--- config.mk ---
export PLATFORM = sky130hd
export DESIGN_NAME = aes_stream_io
export DESIGN_NICKNAME = d
export VERILOG_FILES = /design/src/rtl/aes_pkg.sv /design/src/rtl/aes_beat_shift.sv /design/src/rtl/aes_stream_io.sv
export SDC_FILE = /design/constraint.sdc
export NUM_CORES = 1
export LEC_CHECK = 0
export BUFFER_PORTS_ARGS = -buffer_cell sky130_fd_sc_hd__buf_4
export CAP_MARGIN = 10
export CORE_MARGIN = 4
export CORE_UTILIZATION = 54
export DETAILED_ROUTE_END_ITERATION = 12
export PLACE_DENSITY = 0.82
export SLEW_MARGIN = 20
export SYNTH_ARGS = -nofsm -noshare
export SYNTH_HDL_FRONTEND = slang
export SYNTH_SLANG_ARGS = --single-unit
export TNS_END_PERCENT = 100
--- constraint.sdc ---
create_clock -name Clk -period 17.05 [get_ports Clk]
set_input_delay 0.8525 -clock Clk [delete_from_list [all_inputs] [get_ports Clk]]
set_output_delay 0.8525 -clock Clk [all_outputs]
set_load 0.005 [all_outputs]
--- src/rtl/aes_pkg.sv ---
// Shared constants and FSM state type for the AES streaming front end.
package aes_pkg;

    localparam int   AES_BLK_W = 128;
    localparam logic MODE_ENC  = 1'b0;
    localparam logic MODE_DEC  = 1'b1;

    typedef enum logic [1:0] {
        IDLE,
        START,
        WAIT,
        EMIT
    } aes_state_e;

endpackage

--- src/rtl/aes_beat_shift.sv ---
// Beat-wide shift register used both to assemble a 128-bit word from host
// beats and to serialise a 128-bit result back into beats. Carries its own
// beat counter so the owner only decides when to clear or restart it.
module aes_beat_shift
    import aes_pkg::*;
#(
    parameter  int BUS_W = 32,
    localparam int BEATS = AES_BLK_W / BUS_W,
    localparam int CNT_W = $clog2(BEATS + 1)
)(
    input  logic                 clk,
    input  logic                 rst,
    input  logic                 i_load,
    input  logic [AES_BLK_W-1:0] i_load_val,
    input  logic                 i_shift,
    input  logic [BUS_W-1:0]     i_din,
    input  logic                 i_cnt_clr,
    input  logic                 i_cnt_set1,
    output logic [AES_BLK_W-1:0] o_q,
    output logic [CNT_W-1:0]     o_cnt
);

    logic [AES_BLK_W-1:0] r_q;
    logic [CNT_W-1:0]     r_cnt;
    logic [AES_BLK_W-1:0] w_shifted;

    // Keeping the low 128 bits of the concatenation makes BUS_W=128 a plain load.
    assign w_shifted = AES_BLK_W'({r_q, i_din});

    // Word register and beat counter; a parallel load also restarts the count.
    always_ff @(posedge clk or posedge rst) begin
        if (rst) begin
            r_q   <= '0;
            r_cnt <= '0;
        end else if (i_load) begin
            r_q   <= i_load_val;
            r_cnt <= '0;
        end else begin
            if (i_shift)
                r_q <= w_shifted;
            if (i_cnt_clr)
                r_cnt <= '0;
            else if (i_cnt_set1)
                r_cnt <= CNT_W'(1);
            else if (i_shift)
                r_cnt <= r_cnt + CNT_W'(1);
        end
    end

    assign o_q   = r_q;
    assign o_cnt = r_cnt;

endmodule

--- src/rtl/aes_stream_io.sv ---
// Word-serial valid/ready front end for the AES-128 cores: assembles key and
// block beats, starts the core, and streams the 128-bit result back out.
//
//   state | meaning
//   IDLE  | accepting key/block beats
//   START | one-cycle core_start pulse
//   WAIT  | waiting for core_done, bounded by TIMEOUT
//   EMIT  | returning result beats, MSB beat first
module aes_stream_io
    import aes_pkg::*;
#(
    parameter int BUS_W   = 32,
    parameter int TIMEOUT = 64
)(
    input  logic                 Clk,
    input  logic                 rst,
    input  logic                 in_valid,
    output logic                 in_ready,
    input  logic [BUS_W-1:0]     in_data,
    input  logic                 in_is_key,
    input  logic                 mode_in,
    output logic                 out_valid,
    input  logic                 out_ready,
    output logic [BUS_W-1:0]     out_data,
    output logic                 core_start,
    output logic                 core_mode,
    output logic [AES_BLK_W-1:0] core_key,
    output logic [AES_BLK_W-1:0] core_block,
    input  logic                 core_done,
    input  logic [AES_BLK_W-1:0] core_result,
    output logic                 key_loaded,
    output logic                 busy,
    output logic                 err
);

    localparam int BEATS = AES_BLK_W / BUS_W;
    localparam int CNT_W = $clog2(BEATS + 1);
    localparam int TMR_W = $clog2(TIMEOUT + 1);
    localparam logic [CNT_W-1:0] LAST_BEAT = CNT_W'(BEATS - 1);

    aes_state_e r_state, w_state_nxt;

    logic                 r_in_ready, r_kind, r_key_loaded, r_err, r_core_mode;
    logic [AES_BLK_W-1:0] r_core_key, r_core_block;
    logic [TMR_W-1:0]     r_tmr;

    logic [AES_BLK_W-1:0] w_in_q, w_in_full, w_out_q;
    logic [CNT_W-1:0]     w_in_cnt, w_out_cnt;
    logic w_in_acc, w_mismatch, w_in_last, w_in_clr, w_in_set1;
    logic w_key_done, w_blk_done, w_blk_drop;
    logic w_res_load, w_out_hs, w_out_last, w_timeout;
    logic w_core_start, w_out_valid, w_busy;

    assign w_in_acc   = in_valid & r_in_ready & (r_state == IDLE);
    // A kind switch mid-word discards the partial word; the current beat becomes beat 1.
    assign w_mismatch = (w_in_cnt != '0) && (in_is_key != r_kind);
    assign w_in_last  = !w_mismatch && (w_in_cnt == LAST_BEAT);
    assign w_in_clr   = w_in_acc & w_in_last;
    assign w_in_set1  = w_in_acc & w_mismatch;
    assign w_in_full  = AES_BLK_W'({w_in_q, in_data});

    assign w_key_done = w_in_clr & in_is_key;
    assign w_blk_done = w_in_clr & ~in_is_key & r_key_loaded;
    assign w_blk_drop = w_in_clr & ~in_is_key & ~r_key_loaded;

    assign w_res_load = (r_state == WAIT) & core_done;
    assign w_timeout  = (r_state == WAIT) & ~core_done & (r_tmr == TMR_W'(1));
    assign w_out_hs   = (r_state == EMIT) & out_ready;
    assign w_out_last = w_out_hs & (w_out_cnt == LAST_BEAT);

    aes_beat_shift #(.BUS_W(BUS_W)) u_in_shift (
        .clk        (Clk),
        .rst        (rst),
        .i_load     (1'b0),
        .i_load_val ('0),
        .i_shift    (w_in_acc),
        .i_din      (in_data),
        .i_cnt_clr  (w_in_clr),
        .i_cnt_set1 (w_in_set1),
        .o_q        (w_in_q),
        .o_cnt      (w_in_cnt)
    );

    aes_beat_shift #(.BUS_W(BUS_W)) u_out_shift (
        .clk        (Clk),
        .rst        (rst),
        .i_load     (w_res_load),
        .i_load_val (core_result),
        .i_shift    (w_out_hs),
        .i_din      ('0),
        .i_cnt_clr  (w_out_last),
        .i_cnt_set1 (1'b0),
        .o_q        (w_out_q),
        .o_cnt      (w_out_cnt)
    );

    // State register.
    always_ff @(posedge Clk or posedge rst) begin
        if (rst)
            r_state <= IDLE;
        else
            r_state <= w_state_nxt;
    end

    // Next-state and state-decoded outputs.
    always_comb begin
        w_state_nxt  = r_state;
        w_core_start = 1'b0;
        w_out_valid  = 1'b0;
        w_busy       = 1'b1;
        case (r_state)
            IDLE: begin
                w_busy = 1'b0;
                if (w_blk_done)
                    w_state_nxt = START;
            end
            START: begin
                w_core_start = 1'b1;
                w_state_nxt  = WAIT;
            end
            WAIT: begin
                if (core_done)
                    w_state_nxt = EMIT;
                else if (w_timeout)
                    w_state_nxt = IDLE;
            end
            EMIT: begin
                w_out_valid = 1'b1;
                if (w_out_last)
                    w_state_nxt = IDLE;
            end
            default: w_state_nxt = IDLE;
        endcase
    end

    // Key/block capture, handshake ready, watchdog timer and sticky error.
    always_ff @(posedge Clk or posedge rst) begin
        if (rst) begin
            r_in_ready   <= 1'b0;
            r_kind       <= 1'b0;
            r_key_loaded <= 1'b0;
            r_err        <= 1'b0;
            r_core_mode  <= MODE_ENC;
            r_core_key   <= '0;
            r_core_block <= '0;
            r_tmr        <= '0;
        end else begin
            // Registered from the next state so ready drops in START and rises the cycle after EMIT ends.
            r_in_ready <= (w_state_nxt == IDLE);
            if (w_in_acc)
                r_kind <= in_is_key;
            if (w_key_done) begin
                r_core_key   <= w_in_full;
                r_key_loaded <= 1'b1;
            end
            if (w_blk_done) begin
                r_core_block <= w_in_full;
                r_core_mode  <= mode_in;
            end
            if ((w_in_acc & w_mismatch) | w_blk_drop | w_timeout)
                r_err <= 1'b1;
            if (r_state == START)
                r_tmr <= TMR_W'(TIMEOUT - 1);
            else if (r_state == WAIT)
                r_tmr <= r_tmr - TMR_W'(1);
        end
    end

    assign in_ready   = r_in_ready;
    assign out_valid  = w_out_valid;
    assign out_data   = BUS_W'(w_out_q >> (AES_BLK_W - BUS_W));
    assign core_start = w_core_start;
    assign core_mode  = r_core_mode;
    assign core_key   = r_core_key;
    assign core_block = r_core_block;
    assign key_loaded = r_key_loaded;
    assign busy       = w_busy;
    assign err        = r_err;

endmodule

# After elaboration in Yosys (flattened, before gate mapping)
# Cells that the tools add are included.
# classes
n_reduce_logical	10
mux	18
bitwise_logic	18
add_sub_neg	3
eq_ne	7
# op_table
op	n
two-way mux 128 bit	2
two-way mux 3 bit	6
two-way mux 7 bit	2
AND 1 bit	13
nonzero test 3 bit	3
two-way mux 2 bit	4
one-hot mux 2 bit (4 select lines)	1
== test 7 x 1 -> 1 bit, second input constant	1
subtractor 7 x 1 -> 7 bit, second input constant	1
adder 3 x 1 -> 3 bit, second input constant	2
== test 3 x 2 -> 1 bit, second input constant	2
== test 2 bit, second input constant	2
zero test 2 bit	2
nonzero test 2 bit	2
two-way mux 1 bit	3
inverter 1 bit	3
== test 2 x 1 -> 1 bit, second input constant	1
logical AND 1 bit	2
bitwise OR 1 bit	2
zero test 1 bit	1
inequality test 1 bit	1
# totals
inputBits	167
word_cells	69
reg_bits	500
out_inout_bits	295

# Depth between registers and ports, before layout
# Gate-level depths: netlist (run 1).
# logic_depth
word_depth	10
mapped_depth	8
depth_no_buf	5

# By module
# A second synthesis (run 1) with hierarchy kept.
# unflattened
hier_cells	1777
area_unflattened_um2	22740.6
# modules_own_cells
mod	cells_per_inst	area_per_inst_um2	seq_area_each_um2	n_inst
aes_beat_shift	570	6075.8	3278.1	2
aes_stream_io	637	10588.9	6756.5	1

# Worst setup path after synthesis (run 1)
# No wires, ideal clock.
# synth_path
path_type	input -> register
from	input port in_is_key
to	register r_core_block[29], in the netlist core_block[29]
path_buffers	2
t_required_ns	16.925
slack_ns	14.932
t_arrival_ns	1.993
setup_time_ns	0.125
stages	5
path_cell_list	xor2_2 a211oi_2 buf_4 buf_6 mux2_2
# synth_between
elab_chain_len	7
elab_cells_between_ends	8
classes_between	eq/ne (1); bitwise (4); reduce/logical (3)
# synth_lines
element	line_no	source
start, declared	aes_stream_io.sv:20	input logic in_is_key,
inequality test 1 bit	aes_stream_io.sv:56	assign w_mismatch = (w_in_cnt != '0) && (in_is_key != r_kind);
logical AND 1 bit	aes_stream_io.sv:56	
zero test 1 bit	aes_stream_io.sv:57	assign w_in_last = !w_mismatch && (w_in_cnt == LAST_BEAT);
logical AND 1 bit	aes_stream_io.sv:57	
AND 1 bit	aes_stream_io.sv:58	assign w_in_clr = w_in_acc & w_in_last;
AND 1 bit * (2 in series)	aes_stream_io.sv:63	assign w_blk_done = w_in_clr & ~in_is_key & r_key_loaded;
end signal, assigned	aes_stream_io.sv:157	r_core_block <= w_in_full;
end, declared	aes_stream_io.sv:44	logic [AES_BLK_W-1:0] r_core_key, r_core_block;
# Mark *: on every way between the ends. The rest lies on a longest branch, timed or not.
# A chain may end at the register's enable or synchronous reset.

# Worst setup path in the final report (run 1)
# layout_path
from	register r_state[0]
to	register r_core_key[42], in the netlist core_key[42]
# layout_between
elab_chain_len	4
# layout_lines
element	line_no	source
start, declared	aes_stream_io.sv:41	aes_state_e r_state, w_state_nxt;
start signal, assigned	aes_stream_io.sv:102	r_state <= w_state_nxt;
zero test 2 bit	aes_stream_io.sv:54	assign w_in_acc = in_valid & r_in_ready & (r_state == IDLE);
AND 1 bit	aes_stream_io.sv:54	
AND 1 bit	aes_stream_io.sv:58	
AND 1 bit	aes_stream_io.sv:62	assign w_key_done = w_in_clr & in_is_key;
end signal, assigned	aes_stream_io.sv:153	r_core_key <= w_in_full;
end, declared	aes_stream_io.sv:44	
# Every way passes these cells.

==> metrics.cfg, run 1 <==
[floorplanning]
die_h_um=203
core_area_mm2=0.0376
ios=462
fp-row-count=71
start_util_pct=54.7
fp.dieArea_mm2=0.0412
die_w_um=203

[setup_path]
crit_fanout=57
criticalPathCategory=flip-flop to flip-flop
ff2ff_setup_slack_ns=13.09
worstReg2RegEnd=core_key[42]
start_kind=flip-flop
cp-end-kind=flip-flop
startpoint=r_state[0]
arrival_ns=4.42
cp_cell_sequence=inv_1 > ha_1 > nand3_4 > a211o_4 > buf_4 > buf_4 > mux2_4
cp.required_ns=17.50
slowest_stage=buf_4
rr_startpoint=r_state[0]
cp_slowest_stage_delay_ns=0.97
path_common_cell=buf_4
crit_end=core_key[42]
r2r_cells=7

[route]
wire_per_inst_um=21.2
via_per_inst=5.38
drt_drc_violations_left=0
ant_nets=0
drtPass1Iterations=4
wl_mm=53.9
drtIter0Drc=735
vias=13700

[place]
port_buffers=461
dp_hpwl_mm=36.0
gp_congestion=0.859
place_inst=2448

[grt]
use_met3_pct=7.63
gr-usage-all-layers_pct=25.6
met1_usage_pct=31.4
grt_max_degree=152
antenna_found_initial=1
grt_pass1_vias=14700
use_met2_pct=42.0
top_usage_layer=met2
grt_pass1_wl_mm=83.8
overflow=0

[synth]
yosys.area_share.xor_xnor_pct=0.122
yosysWarnings=0
netlist_area_mm2=0.0205
synthesis.instances=1584
synth.area.mux_share_pct=20.8
synth_top_family_by_area=multiplexers
yosys.area_share.simple_pct=7.86
synth-adder-area-share_pct=0.670
synth-compound-area-share_pct=5.01
yosysSeqAreaShare_pct=60.9
synth-edff-count=0
synth_cell_types=50
synthFlopType=dfrtp_1
ys_ff_latch=500
async_reset_ff_share_pct=100
syn_nets=1762
syn-mean-instance-area_um2=13.0

[finish]
areaGrowthSynthToFinish_pct=24.9
final_cells=2545
layout-drive-gt1-share_pct=40.6
nFillCells=2582
nets=2168

[timing]
tightestPinTransition_ns=1.10
min_period_ns=3.96
finalSetupViolCount=0
fin_crit_sh_pct=23.2
setup-tns-final_ns=0
slew_viol_final=0
timing.slew.headroom_pct=26.4
max_freq_ghz=0.252
finClkSkew_ns=0.0211
rsz0062_at_grt=false
finalHoldViolations=0

[flow_run]
drv_cap=0

[outcome]
status=finished, final reports clean

[clock_network]
numClockSinks=500
htreeDepth=2
cts_resized=0
cts_buffers=51
cts_tree=done
cts_setup_buffers=0
clk_path_buf_depth=3
clk_pin_slew_ns=0.06
clkLatencyLatePin_ns=0.59
cts_hold_buf=0
cts_root_buffer=clkbuf_16

[power_and_ir_drop]
pwr_density_cell_mw_per_mm2=171
p_leak_uw=0.0140
ir_drop_uv=108

[worst_hold_path]
hp-class=input pin to async pin

-- registers in the layout, summed over array words and instances, names as in the netlist, 2 cells and up --
signal	count
u_in_shift.o_q	96
u_out_shift.o_cnt	3
r_tmr	7
u_in_shift.o_cnt	3
core_key	128
core_block	128
r_state	2
u_out_shift.o_q	128
-- through the flow --
| step | power [uW] | utilization (%) | hold slack [ns] | worst slack [ns] | instance area [um2] |
|---|---|---|---|---|---|
| 2_1_floorplan | 2590 | - | 0.457 | 2.24 | 20500 |
| 3_3_place_gp | 3160 | 63.6 | 0.476 | 12.96 | 23900 |
| 3_5_place_dp | 3240 | 63.6 | 0.481 | 12.88 | 23900 |
| 4_1_cts | 4420 | 68.2 | 0.442 | 13.09 | 25600 |
| 5_1_grt | 4630 | 68.3 | 0.465 | 12.89 | 25700 |
| 6_report | 4390 | 68.3 | 0.421 | 13.09 | 25700 |
-- metal layers --
layer	vias up	share of wire, %	routed length (um)
li1	6159	-	-
met3	132	7.7	4130
met5	-	0	0
met4	0	5.0	2670
met2	467	49	26200
met1	6938	39	20900
-- power by group --
group / switching, uW / leakage [uW] / internal, uW
logic: 529 / 0.00664 / 713
clock network: 469 / 0.000858 / 687
registers: 351 / 0.00647 / 1640
total: 1350 / 0.0140 / 3040
-- how the worst min path moves through the flow --
stage	start	to
after floorplan	u_in_shift.o_cnt[2]	u_in_shift.o_cnt[2]
after global placement	u_in_shift.o_cnt[2]	u_in_shift.o_cnt[2]
after detailed placement	u_out_shift.o_q[14]	u_out_shift.o_q[14]
after CTS	core_result[37]	u_out_shift.o_q[37]
after global routing	rst	core_block[23]
final	rst	core_block[23]
-- critical path, delay by kind of cell, from the launching register on --
family	cells	cell delay, ns
compound gates	1	0.46
fa+ha+maj	1	0.26
simple gates	1	0.39
mux	1	0.35
flops	1	0.42
buf+inv	3	1.86
-- placed cells by master (no fill, tap or decap), types with 2 or more instances in the layout --
cell type and instances:
nor2_1 5, bufinv_16 5, nand2_1 394, nand3b_1 2, clkbuf_8 11, a21o_1 2
mux2_2 148, dfrtp_1 500, nand2b_1 2, nor3b_1 2, ha_1 11, clkinvlp_4 2
buf_4 475, a22o_1 32, clkinv_8 2, clkinv_2 9, mux2i_1 96, mux2_4 109
o21ai_0 99, a21oi_1 7, clkbuf_16 52, clkbuf_1 14, inv_1 13, nand3_1 2
a211oi_1 3, a211o_1 3
-- kinds of logic after synthesis --
group	count (synthesis)
multiplexers	353
buffers and inverters	137
flip-flops	500
adder cells (fa/ha/maj)	11
AND/OR/NAND/NOR	417
AO/OA/AOI/OAI	164
XOR/XNOR	2
-- synth_stat cells, drive strengths merged, types with 2 or more instances --
cell    instances  share of area, %
mux2          257                16
a211o           4              0.21
nand3           3             0.073
a21oi           8              0.19
mux2i          96               4.7
inv            14              0.26
nand2         395               7.2
nor3b           2             0.073
a21o            2             0.073
nor2            5             0.091
xor2            2              0.12
nand3b          2             0.073
o21ai         100               2.4
dfrtp         500                61
a22o           32               1.4
buf            89               3.8
clkbuf         34              0.62
ha             11              0.67
a211oi          4              0.17
nand2b          2             0.061
and2            2             0.061
-- layout make-up --
| class | instances | area [um2] | area share, % |
|---|---|---|---|
| flip-flops and latches | 500 | 12500 | 48.8 |
| repair buffers | 476 | 3580 | 13.9 |
| multi-input cells | 947 | 7110 | 27.7 |
| clock inverters | 19 | 244 | 0.951 |
| well taps | 511 | 639 | 2.49 |
| diodes | 1 | 2.50 | 0.00975 |
| inverters | 14 | 65.1 | 0.254 |
| clock buffers | 77 | 1510 | 5.87 |
(Power assumes the default switching activity.)
==> inputs of run 2 (changes only) <==
==> constraint.sdc (replaced) <==
create_clock -name Clk -period 3.9 [get_ports Clk]
set_input_delay 0.195 -clock Clk [delete_from_list [all_inputs] [get_ports Clk]]
set_output_delay 0.195 -clock Clk [all_outputs]
set_load 0.005 [all_outputs]
==> run 2 against run 1 <==
Critical path depth shrank 1. Final area grew 6.4%. Sequential share of layout area shrank 2.9 points. Register-to-register slack lost 12 ns. Sequential cell count is the same. Clock power grew to 4.0 times the previous value. First-iteration DRC count grew 41%. Non-clock buffer count grew 173. Cell count grew 6.6%. Worst setup slack lost 12 ns. Maximum frequency grew 40%. Die area is the same. Highest routed layer unchanged.
==> metrics.cfg, run 2 (synthesis results as in run 1) <==
[timing]
max_freq_ghz=0.354  ; was 0.252 GHz
min_period_ns=2.82  ; was 3.96 ns
fin_crit_sh_pct=72.4  ; was 23.2%
setup_slack_ns=1.08  ; was 13.09 ns
slew_viol_final=0  ; unchanged
rsz0062_at_grt=false  ; unchanged
timing.slew.headroom_pct=28.0  ; was 26.4%
finalSetupViolCount=0  ; unchanged
setup-tns-final_ns=0  ; unchanged
finalHoldViolations=0  ; unchanged
tightestPinTransition_ns=1.08  ; was 1.10 ns
finClkSkew_ns=0.0193  ; was 0.0211 ns

[setup_path]
cp_top_family=compound AO/OA/AOI/OAI gates  ; was buffers and inverters
crit_fanout=58  ; was 57
criticalPathCategory=flip-flop to flip-flop  ; unchanged
cp_num_cells=6  ; was 7
start_kind=flip-flop  ; unchanged
arrival_ns=3.27  ; was 4.42 ns
cp_num_buf_inv=2  ; was 3
cp_cell_sequence=inv_1 > ha_1 > nand3_4 > a211o_4 > buf_12 > mux2_2  ; was inv_1 > ha_1 > nand3_4 > a211o_4 > buf_4 > buf_4 > mux2_4
cp.required_ns=4.35  ; was 17.50 ns
cp-end-kind=flip-flop  ; unchanged
r2r_cells=6  ; was 7
slowest_stage=a211o_4  ; was buf_4
cp_slowest_stage_delay_ns=0.69  ; was 0.97 ns

[outcome]
status=finished, final reports clean  ; unchanged

[clock_network]
clkLatencyLatePin_ns=0.58  ; was 0.59 ns
cts_setup_buffers=0  ; unchanged
clk_pin_slew_ns=0.06  ; about the same
cts_tree=done  ; unchanged
clk_path_buf_depth=3  ; unchanged
cts_root_buffer=clkbuf_16  ; unchanged
cts_buffers=50  ; was 51
cts_hold_buf=164  ; was 0
numClockSinks=500  ; unchanged
cts_resized=0  ; unchanged
htreeDepth=2  ; unchanged

[grt]
antenna_found_initial=4  ; was 1
grt_pass1_wl_mm=93.9  ; was 83.8 mm
grt_pass1_vias=16100  ; was 14700
gr-usage-all-layers_pct=28.8  ; was 25.6%
overflow=0  ; unchanged
grt_max_degree=190  ; was 152

[worst_hold_path]
hp-class=input pin to flip-flop  ; was input pin to async pin
hold-path-cell-count=3

[finish]
nets=2340  ; was 2168
areaGrowthSynthToFinish_pct=32.9  ; was 24.9%
layout_common_cells=dfrtp_1, buf_4, nand2_1, dlygate4sd3_1, mux2_2  ; was dfrtp_1, buf_4, nand2_1, mux2_2, mux2_4
final_cell_area_mm2=0.0273  ; was 0.0257 mm2
fin_util_pct=72.7  ; was 68.3%
layout-drive-gt1-share_pct=37.6  ; was 40.6%
final_cells=2713  ; was 2545
layout_commonest_cell=dfrtp_1  ; unchanged

[place]
gp_congestion=0.840  ; was 0.859
dp_slack_ns=1.13  ; was 12.88 ns
port_buffers=461  ; unchanged
place_inst=2456  ; was 2448
dp_hpwl_mm=36.8  ; was 36.0 mm
dpl_cell_area_mm2=0.0241  ; was 0.0239 mm2

[power_and_ir_drop]
ir_drop_uv=543  ; was 108 uV
p_leak_uw=0.0146  ; was 0.0140 uW
pwr_density_cell_mw_per_mm2=702  ; was 171 mW/mm2

[floorplanning]
die_w_um=203  ; unchanged
core_area_mm2=0.0376  ; unchanged
ios=462  ; unchanged
fp-row-count=71  ; unchanged
fp.dieArea_mm2=0.0412  ; unchanged
start_util_pct=54.7  ; unchanged
die_h_um=203  ; unchanged

[route]
drtIter0Drc=1033  ; was 735
drt_drc_violations_left=0  ; unchanged
wl_mm=60.8  ; was 53.9 mm
ant_nets=0  ; unchanged
wire_per_inst_um=22.4  ; was 21.2 um
via_per_inst=5.45  ; was 5.38
vias=14800  ; was 13700
drtPass1Iterations=5  ; was 4

[flow_run]
drv_cap=0  ; unchanged

[run 2: cell count changes in the layout (fill, tap and decap cells not counted), sizes merged]
cell / delta
dlygate4sd3: +164
buf: +9
bufinv: -5
clkinv: -5
diode: +4
inv: +1
[run 2: worst reg2reg max path, cell delays in order (launching register included)]
cell	delay [ns]
dfrtp_1	0.42
inv_1	0.11
ha_1	0.27
nand3_4	0.21
a211o_4	0.69
buf_12	0.53
mux2_2	0.48
[run 2: report_power, final]
part           switching (uW)  leakage (uW)  internal (uW)
combinational            2450       0.00740           3240
clock                    2000      0.000772           2630
sequential               1650       0.00647           7190
[run 2: final cells by class]
class	count	area (um2)
inverters	14	56.3
clock buffers	77	1490
well taps	511	639
repair buffers	649	5410
fillers	2240	10300
multi-input cells	947	7110
flip-flops and latches	500	12500
diodes	5	12.5
clock inverters	10	71.3
[run 2: worst paths after layout]
check,start,to,slack (ns)
max,r_state[0],core_key[117],1.08
min,in_valid,err,0.08
max reg2reg,r_state[0],core_key[117],1.08
min reg2reg,err,err,0.49
max in group asynchronous,rst,u_out_shift.o_q[82],2.45
min in group asynchronous,rst,core_key[48],0.22
[run 2: metal layers]
| layer | GRT usage, % | routed length (um) |
|---|---|---|
| met1 | 35.4 | 23500 |
| met2 | 48.1 | 29900 |
| met3 | 7.81 | 4560 |
| met4 | 13.2 | 2910 |
| met5 | 0 | 0 |
[run 2: stage by stage]
stage	hold WS (ns)	total power (uW)
after floorplan	0.300	11300
after global placement	0.254	13900
after detailed placement	0.255	14200
after CTS	0.0564	19000
after global routing	0.0862	20100
final	0.0849	19200
==> inputs of run 3 (changes only) <==
--- a/config.mk
+++ b/config.mk
@@ -8,9 +8,9 @@
 export BUFFER_PORTS_ARGS = -buffer_cell sky130_fd_sc_hd__buf_4
 export CAP_MARGIN = 10
 export CORE_MARGIN = 4
-export CORE_UTILIZATION = 54
+export CORE_UTILIZATION = 49
 export DETAILED_ROUTE_END_ITERATION = 12
-export PLACE_DENSITY = 0.82
+export PLACE_DENSITY = 0.78
 export SLEW_MARGIN = 20
 export SYNTH_ARGS = -nofsm -noshare
 export SYNTH_HDL_FRONTEND = slang
==> constraint.sdc (replaced) <==
create_clock -name Clk -period 2.4 [get_ports Clk]
set_input_delay 0.12 -clock Clk [delete_from_list [all_inputs] [get_ports Clk]]
set_output_delay 0.12 -clock Clk [all_outputs]
set_load 0.005 [all_outputs]
==> run 3 against run 2 <==
Die area grew 9.8%. Sequential power grew 63%. Worst setup slack lost 0.88 ns. Hold slack gained 0.088 ns. Highest routed layer unchanged.
==> metrics.cfg, run 3 (synthesis results as in run 1) <==
[outcome]
status=finished, final reports clean  ; unchanged

[grt]
gr-usage-all-layers_pct=25.9  ; was 28.8%
overflow=0  ; unchanged
grt_max_degree=113  ; was 190
antenna_found_initial=6  ; was 4
grt_pass1_wl_mm=92.4  ; was 93.9 mm
grt_pass1_vias=16100  ; about the same

[setup_path]
cp_cell_sequence=inv_1 > ha_1 > nand3_4 > a211oi_4 > buf_4 > buf_12 > mux2_2  ; was inv_1 > ha_1 > nand3_4 > a211o_4 > buf_12 > mux2_2
cp_slowest_stage_delay_ns=0.43  ; was 0.69 ns
criticalPathCategory=flip-flop to flip-flop  ; unchanged
cp.required_ns=2.85  ; was 4.35 ns
crit_fanout=26  ; was 58
cp_num_buf_inv=3  ; was 2
arrival_ns=2.65  ; was 3.27 ns
cp-end-kind=flip-flop  ; unchanged
start_kind=flip-flop  ; unchanged
slowest_stage=dfrtp_1  ; was a211o_4
cp_top_family=buffers and inverters  ; was compound AO/OA/AOI/OAI gates

[clock_network]
clk_pin_slew_ns=0.06  ; about the same
clk_path_buf_depth=3  ; unchanged
cts_setup_buffers=0  ; unchanged
clkLatencyLatePin_ns=0.58  ; about the same
cts_tree=done  ; unchanged
numClockSinks=500  ; unchanged
cts_root_buffer=clkbuf_16  ; unchanged
htreeDepth=2  ; unchanged
cts_resized=0  ; unchanged
cts_buffers=51  ; was 50
cts_hold_buf=165  ; was 164

[finish]
final_cells=2758  ; was 2713
nFillCells=2681  ; was 2240
regArea_mm2=0.0125  ; unchanged
layout_common_cells=dfrtp_1, buf_4, nand2_1, dlygate4sd3_1, mux2_2  ; unchanged
areaGrowthSynthToFinish_pct=35.3  ; was 32.9%
nets=2362  ; was 2340
layout-drive-gt1-share_pct=38.4  ; was 37.6%
multiInputGateArea_mm2=0.00711  ; unchanged
final_cell_area_mm2=0.0278  ; was 0.0273 mm2
layout_commonest_cell=dfrtp_1  ; unchanged

[floorplanning]
ios=462  ; unchanged
fp.dieArea_mm2=0.0453  ; was 0.0412 mm2
die_w_um=213  ; was 203 um
core_area_mm2=0.0411  ; was 0.0376 mm2
fp-row-count=74  ; was 71
start_util_pct=50.0  ; was 54.7%
die_h_um=213  ; was 203 um

[timing]
setup-tns-final_ns=0  ; unchanged
rsz0062_at_grt=false  ; unchanged
finClkSkew_ns=0.0276  ; was 0.0193 ns
finalSetupViolCount=0  ; unchanged
finalHoldViolations=0  ; unchanged
timing.slew.headroom_pct=47.0  ; was 28.0%
slew_viol_final=0  ; unchanged
max_freq_ghz=0.454  ; was 0.354 GHz
min_period_ns=2.20  ; was 2.82 ns
tightestPinTransition_ns=0.796  ; was 1.08 ns
fin_crit_sh_pct=91.7  ; was 72.4%

[power_and_ir_drop]
pwr_density_cell_mw_per_mm2=1140  ; was 702 mW/mm2
clock_power_share_pct=25.5  ; was 24.1%
swShare_pct=31.0  ; was 31.8%
pwr-share-seq_pct=45.5  ; was 46.2%
p_sw_uw=9820  ; was 6100 uW
p_int_uw=21900  ; was 13100 uW
combPwrFrac_pct=29.0  ; was 29.7%
p_leak_uw=0.0149  ; was 0.0146 uW
ir_drop_uv=794  ; was 543 uV

[route]
drtPass1Iterations=5  ; unchanged
ant_nets=0  ; unchanged
vias=14800  ; about the same
wl_mm=60.0  ; was 60.8 mm
drtIter0Drc=1016  ; was 1033
wire_per_inst_um=21.7  ; was 22.4 um
via_per_inst=5.38  ; was 5.45
drt_drc_violations_left=0  ; unchanged

[worst_hold_path]
hp-class=input pin to flip-flop  ; unchanged

[place]
dp_hpwl_mm=38.2  ; was 36.8 mm
gp_congestion=0.841  ; was 0.840
port_buffers=461  ; unchanged
place_inst=2498  ; was 2456
dpl_cell_area_mm2=0.0244  ; was 0.0241 mm2

[flow_run]
drv_cap=0  ; unchanged

run 3: cell count changes in the layout (fill, tap and decap cells not counted), sizes merged, moves of 4 or more:
cell and delta:
buf +20, clkbuf -8, bufinv +6, clkinv +4
run 3: path summary, 6_finish.rpt:
| check | start | end | slack (ns) | depth (start not counted) |
|---|---|---|---|---|
| worst max-delay path | r_state[0] | core_block[106] | 0.20 | 7 |
| worst min-delay path | in_valid | in_ready | 0.17 | 5 |
| worst max register to register | r_state[0] | core_block[106] | 0.20 | 7 |
| worst min register to register | err | err | 0.49 | 2 |
| max in group asynchronous | rst | core_block[22] | 1.30 | 4 |
| min in group asynchronous | rst | core_key[109] | 0.18 | 3 |
run 3: metal layers:
metal | vias up | share of wire (%) | wire [um] | GRT usage (%)
li1 | 6547 | - | - | -
met1 | 7521 | 39 | 23300 | 32.3
met2 | 589 | 50 | 29700 | 43.1
met3 | 179 | 6.5 | 3910 | 6.07
met4 | 0 | 5.1 | 3060 | 12.6
met5 | - | 0 | 0 | 0
run 3: through the flow:
step / total power [uW] / util, % / setup slack (ns) / hold WS [ns]
floorplan: 18400 / - / -4.50 / 0.225
global placement: 22700 / 59.4 / 0.285 / 0.207
detailed placement: 23100 / 59.4 / 0.205 / 0.206
CTS: 31600 / 67.5 / 0.200 / 0.132
global route: 33300 / 67.6 / 0.115 / 0.188
finish: 31700 / 67.6 / 0.199 / 0.173
run 3: final cells by class:
class                   instances  share of cell area (%)
diodes                          6                  0.0540
clock buffers                  69                    5.20
clock inverters                20                   0.946
inverters                      14                   0.203
multi-input cells             947                    25.6
flip-flops and latches        500                    45.0
well taps                     532                    2.40
repair buffers                670                    20.6
run 3: worst register-to-register path: stages, from the launching register on:
cell	delay, ns
dfrtp_1	0.43
inv_1	0.14
ha_1	0.28
nand3_4	0.13
a211oi_4	0.28
buf_4	0.24
buf_12	0.21
mux2_2	0.38
run 3: power by group through the flow:
stage	combinational, uW	sequential [uW]	clock (uW)
floorplan	4790	13600	0
global placement	8490	14200	0
detailed placement	8840	14300	0
CTS	9130	14200	8220
global route	10000	14700	8600
finish	9190	14400	8100
